File: src/rtl/intra_pred_sched.sv
// Intra-prediction block scheduler: walks the 4x4 blocks of a macroblock in z-order and drives the prediction adder.
// Optional WAIT-state timeout watchdog enabled by defining INTRA_SCHED_TIMEOUT_EN.
module intra_pred_sched #(
  parameter int TIMEOUT = 15
) (
  input  logic       clk,
  input  logic       reset,
  input  logic       mb_start,
  input  logic       mb_size,
  input  logic       mb_top_avail,
  input  logic       mb_left_avail,
  input  logic       res_valid,
  input  logic [2:0] res_mode,
  output logic       res_ready,
  output logic       pa_enable,
  output logic [2:0] pa_mode,
  input  logic       pa_fb,
  output logic [3:0] blk_idx,
  output logic [1:0] blk_x,
  output logic [1:0] blk_y,
  output logic       top_avail,
  output logic       left_avail,
  output logic       commit,
  output logic       mb_done,
  output logic       err,
  output logic       busy
);

  typedef enum logic [2:0] {IDLE, FETCH, ISSUE, WAIT, COMMIT, DONE} state_t;

  state_t     state_reg, state_next;
  logic       size_reg, top_reg, left_reg;
  logic [2:0] pa_mode_reg;
  logic [3:0] blk_idx_reg;
  logic       last_blk;
  logic       timeout_hit;

  assign last_blk = size_reg ? (blk_idx_reg == 4'd0) : (blk_idx_reg == 4'd15);

  always_ff @(posedge clk or negedge reset) begin
    if (!reset) state_reg <= IDLE;
    else        state_reg <= state_next;
  end

  always_comb begin
    state_next = state_reg;
    case (state_reg)
      IDLE:    if (mb_start) state_next = FETCH;
      FETCH:   if (res_valid) state_next = ISSUE;
      ISSUE:   state_next = WAIT;
      WAIT: begin
        if (pa_fb)            state_next = COMMIT;
        else if (timeout_hit) state_next = IDLE;
      end
      COMMIT:  state_next = last_blk ? DONE : FETCH;
      DONE:    state_next = IDLE;
      default: state_next = IDLE;
    endcase
  end

  always_comb begin
    res_ready = 1'b0;
    pa_enable = 1'b0;
    commit    = 1'b0;
    mb_done   = 1'b0;
    busy      = (state_reg != IDLE);
    case (state_reg)
      FETCH:   res_ready = 1'b1;
      ISSUE:   pa_enable = 1'b1;
      COMMIT:  commit    = 1'b1;
      DONE:    mb_done   = 1'b1;
      default: ;
    endcase
  end

  // Macroblock context and per-block mode; mode stays put from FETCH until the next block's fetch.
  always_ff @(posedge clk or negedge reset) begin
    if (!reset) begin
      size_reg    <= 1'b0;
      top_reg     <= 1'b0;
      left_reg    <= 1'b0;
      pa_mode_reg <= 3'd0;
      blk_idx_reg <= 4'd0;
    end else begin
      case (state_reg)
        IDLE: if (mb_start) begin
          size_reg    <= mb_size;
          top_reg     <= mb_top_avail;
          left_reg    <= mb_left_avail;
          blk_idx_reg <= 4'd0;
        end
        FETCH:   if (res_valid) pa_mode_reg <= res_mode;
        COMMIT:  if (!last_blk) blk_idx_reg <= blk_idx_reg + 4'd1;
        default: ;
      endcase
    end
  end

`ifdef INTRA_SCHED_TIMEOUT_EN
  localparam int CNT_W = (TIMEOUT > 1) ? $clog2(TIMEOUT) : 1;

  logic [CNT_W-1:0] cnt_reg;
  logic             err_reg;

  assign timeout_hit = (cnt_reg == CNT_W'(TIMEOUT - 1));
  assign err         = err_reg;

  // Counter restarts as WAIT is entered; err is sticky until the next accepted start.
  always_ff @(posedge clk or negedge reset) begin
    if (!reset) begin
      cnt_reg <= '0;
      err_reg <= 1'b0;
    end else begin
      if (state_reg == IDLE && mb_start) err_reg <= 1'b0;
      if (state_reg == ISSUE) cnt_reg <= '0;
      if (state_reg == WAIT && !pa_fb) begin
        if (timeout_hit) err_reg <= 1'b1;
        else             cnt_reg <= cnt_reg + 1'b1;
      end
    end
  end
`else
  logic [31:0] timeout_unused;

  assign timeout_unused = 32'(TIMEOUT);
  assign timeout_hit    = 1'b0;
  assign err            = 1'b0;
`endif

  assign pa_mode    = pa_mode_reg;
  assign blk_idx    = blk_idx_reg;
  assign blk_x      = {blk_idx_reg[2], blk_idx_reg[0]};
  assign blk_y      = {blk_idx_reg[3], blk_idx_reg[1]};
  assign top_avail  = (blk_y != 2'd0) | top_reg;
  assign left_avail = (blk_x != 2'd0) | left_reg;

endmodule

File: config.mk
export PLATFORM = sky130hd
export DESIGN_NAME = intra_pred_sched
export DESIGN_NICKNAME = d
export VERILOG_FILES = /design/src/rtl/intra_pred_sched.sv
export SDC_FILE = /design/constraint.sdc
export NUM_CORES = 1
export LEC_CHECK = 0
export ABC_AREA = 1
export BUFFER_PORTS_ARGS = -buffer_cell sky130_fd_sc_hd__buf_2
export CAP_MARGIN = 20
export CORE_MARGIN = 8
export CORE_UTILIZATION = 45
export CTS_CLUSTER_SIZE = 24
export DETAILED_ROUTE_END_ITERATION = 7
export GPL_TIMING_DRIVEN = 1
export PLACE_DENSITY = 0.75
export SKIP_LAST_GASP = 1
export SYNTH_ARGS = -nofsm -noshare
export SYNTH_HDL_FRONTEND = slang
export SYNTH_SLANG_ARGS = --single-unit
File: constraint.sdc
create_clock -name clk -period 2.3 [get_ports clk]
set_clock_uncertainty 0.05 [all_clocks]
set_input_delay 0.46 -clock clk [delete_from_list [all_inputs] [get_ports clk]]
set_output_delay 0.46 -clock clk [all_outputs]
set_load 0.02 [all_outputs]
==> reports/qor.yml <==
synth_top_area_share_pct: 39.3
dpl.cell_count: 156
combPwrFrac_pct: 53.7
cp-start-kind: "flop"
ys_top_cells_by_count: "nand2_1, inv_1, dfrtp_1"
routedWlPerCell_um: 10.4
antenna_found_initial: 0
p_leak_nw: 0.583
yosysMostFrequentCell: "nand2_1"
yosysUniqueCellTypes: 24
track_usage_pct: 10.3
crit_type: "reg -> out"
port_buffers: 28
die_h_um: 58.9
status: "complete, no violations"
ys.flop_type: "dfrtp_1"
met1_length_um: 754
synthArstFlopShare_pct: 100
crit_path_end_kind: "primary output"
period_minus_slack_ns: 1.80
fillers: 186
setup_viol: 0
seq_area_frac_synth_pct: 39.3
avgSynthCellArea_sq_um: 7.59
hold_viol: 0
coreArea_sq_um: 1730
met3WireLength_um: 99
ys_seq_elements: 13
netlist_instances: 109
globalplace.congestion: 0.819
via_per_inst: 4.53
grt_max_degree: 14
first_iter_violations: 6
wl_um: 1660
finalWorstSetupSlack_ns: 0.500
drv_slew: 0
synth_edf_count: 0
peakVddDrop_mv: 0.605
seqPwrFrac_pct: 34.9
rsz0062_at_grt: "no"
fin_nets: 149
wl_met2_um: 787
drtAntennaViolNets: 0
grt_pass1_vias: 662
initial_core_util_pct: 47.9
cts_made_buffers: 3
cts_resized: 0
postCtsHoldBufs: 0
topRoutingLayerUsed: "met4"
root_buffer: "clkbuf_4"
min_period_over_period_pct: 78.3
dp.final_hpwl_um: 1430
syn2layout_area_growth_pct: 18.0
syn_area_sq_um: 827
internal_power_mw: 0.584
syn_nets: 122
pin_count: 30
yosys_warnings: 0
grt-ovfl-total: 0
drv_cap: 0
path_max_fanout: 9
grt_pass1_wl_um: 2790
synth.area.top_cells: "dfrtp_1, nand2_1, inv_1"
stdcell_count: 160
clkPwrFrac_pct: 11.4
postCtsSetupRepairBufs: 0
diodes: 0
tritoncts: "done"
dr.pass1.iters: 4
cts_sinks: 13
pwr_density_cell_nw_per_um2: 1170
vias: 725
final_layout_size_suffix_gt1_share_pct: 31.1
clock.fmax_mhz: 556
cp_data_arrival_time_ns: 1.29
p_sw_mw: 0.556
die-area_sq_um: 3470
htreeDepth: 1
drc: 0
clkLatencyLatePin_ns: 0.26
hold_class: "in -> async"
largest_register_ffs: 4
tns_ns: 0
required_ns: 1.79
path_clk_slew_ns: 0.07
num_rows: 15
die_w_um: 58.9
synth_top_cell_by_area: "dfrtp_1"
clk_path_buf_depth: 2
dp_slack_ns: 0.785
netSwitchingFraction_pct: 48.8
-- kinds of logic (layout without fill, tap and decap cells) --
group                    count (synthesis)  after routing  synth area share, %
AND/OR/NAND/NOR                         62             62                 36.5
flip-flops                              13             13                 39.3
adder cells (fa/ha/maj)                  2              2                 3.03
buffers and inverters                   23             49                 14.2
AO/OA/AOI/OAI                            8              8                 6.51
other                                    1              1                0.453
-- layout by cell type (no fill, tap or decap) --
master / Yosys / routed
nand3_1: 10 / 10
nor3_1: 2 / 2
or3_1: 1 / 1
nand4_1: 2 / 2
o21ai_2: 3 / 3
ha_1: 2 / 2
inv_1: 14 / 14
inv_2: 2 / 2
o21ai_0: 2 / 2
nand3_4: 1 / 1
dfrtp_1: 13 / 13
nand3_2: 1 / 1
clkbuf_4: 0 / 3
nand2_1: 30 / 30
nor2_1: 11 / 11
o211ai_1: 1 / 1
inv_6: 1 / 1
buf_2: 0 / 28
clkbuf_1: 0 / 1
o21ai_1: 1 / 1
nor2_4: 1 / 1
a21oi_1: 1 / 1
nand2_4: 2 / 2
nand3b_1: 1 / 1
conb_1: 1 / 1
-- metal layers --
metal | up-vias | GRT usage, %
met1 | 318 | 12.5
met3 | 2 | 3.04
met5 | - | 0
met2 | 16 | 15.4
li1 | 389 | -
met4 | 0 | 6.14
-- power by group through the flow --
| stage | combinational, mW | sequential (mW) | clock, mW |
|---|---|---|---|
| after floorplan | 0.440 | 0.427 | 0 |
| after global placement | 0.612 | 0.397 | 0 |
| after detailed placement | 0.623 | 0.402 | 0 |
| after CTS | 0.623 | 0.400 | 0.139 |
| after global routing | 0.688 | 0.412 | 0.150 |
| final | 0.612 | 0.398 | 0.130 |
-- critical path: stages (launching register included) --
cell and delay (ns):
dfrtp_1 0.46, or3_1 0.40, buf_2 0.17
-- per-stage QoR --
| stage | hold WS (ns) | power [mW] | utilization (%) | instance area (sq um) |
|---|---|---|---|---|
| final | 0.00787 | 1.14 | 56.5 | 976 |
| after global routing | 0.00837 | 1.25 | 56.5 | 976 |
| after CTS | 0.00480 | 1.16 | 56.5 | 976 |
| after detailed placement | 0.305 | 1.02 | 55.0 | 950 |
| after global placement | 0.306 | 1.01 | 55.0 | 950 |
| after floorplan | 0.114 | 0.867 | - | 827 |
-- cell type report --
class | instances | area, sq um | area share [%]
Multi-Input combinational cell | 73 | 384 | 39.4
Sequential cell | 13 | 325 | 33.3
Timing Repair Buffer | 28 | 140 | 14.4
Inverter | 17 | 68.8 | 7.05
Tap cell | 25 | 31.3 | 3.21
Clock buffer | 4 | 26.3 | 2.69
-- worst paths after layout --
| path | slack, ns | depth (start not counted) | endpoint | from |
|---|---|---|---|---|
| max | 0.50 | 2 | left_avail | blk_idx[0] |
| min | 0.008 | 1 | state_reg[0] | reset |
| max reg2reg | 0.92 | 8 | blk_idx[1] | blk_idx[0] |
| min reg2reg | 0.42 | 2 | pa_mode[0] | pa_mode[0] |
| max in group asynchronous | 1.98 | 1 | blk_idx[1] | reset |
| min in group clk | 0.38 | 3 | pa_mode[1] | res_mode[1] |
(Power assumes the default switching activity.)
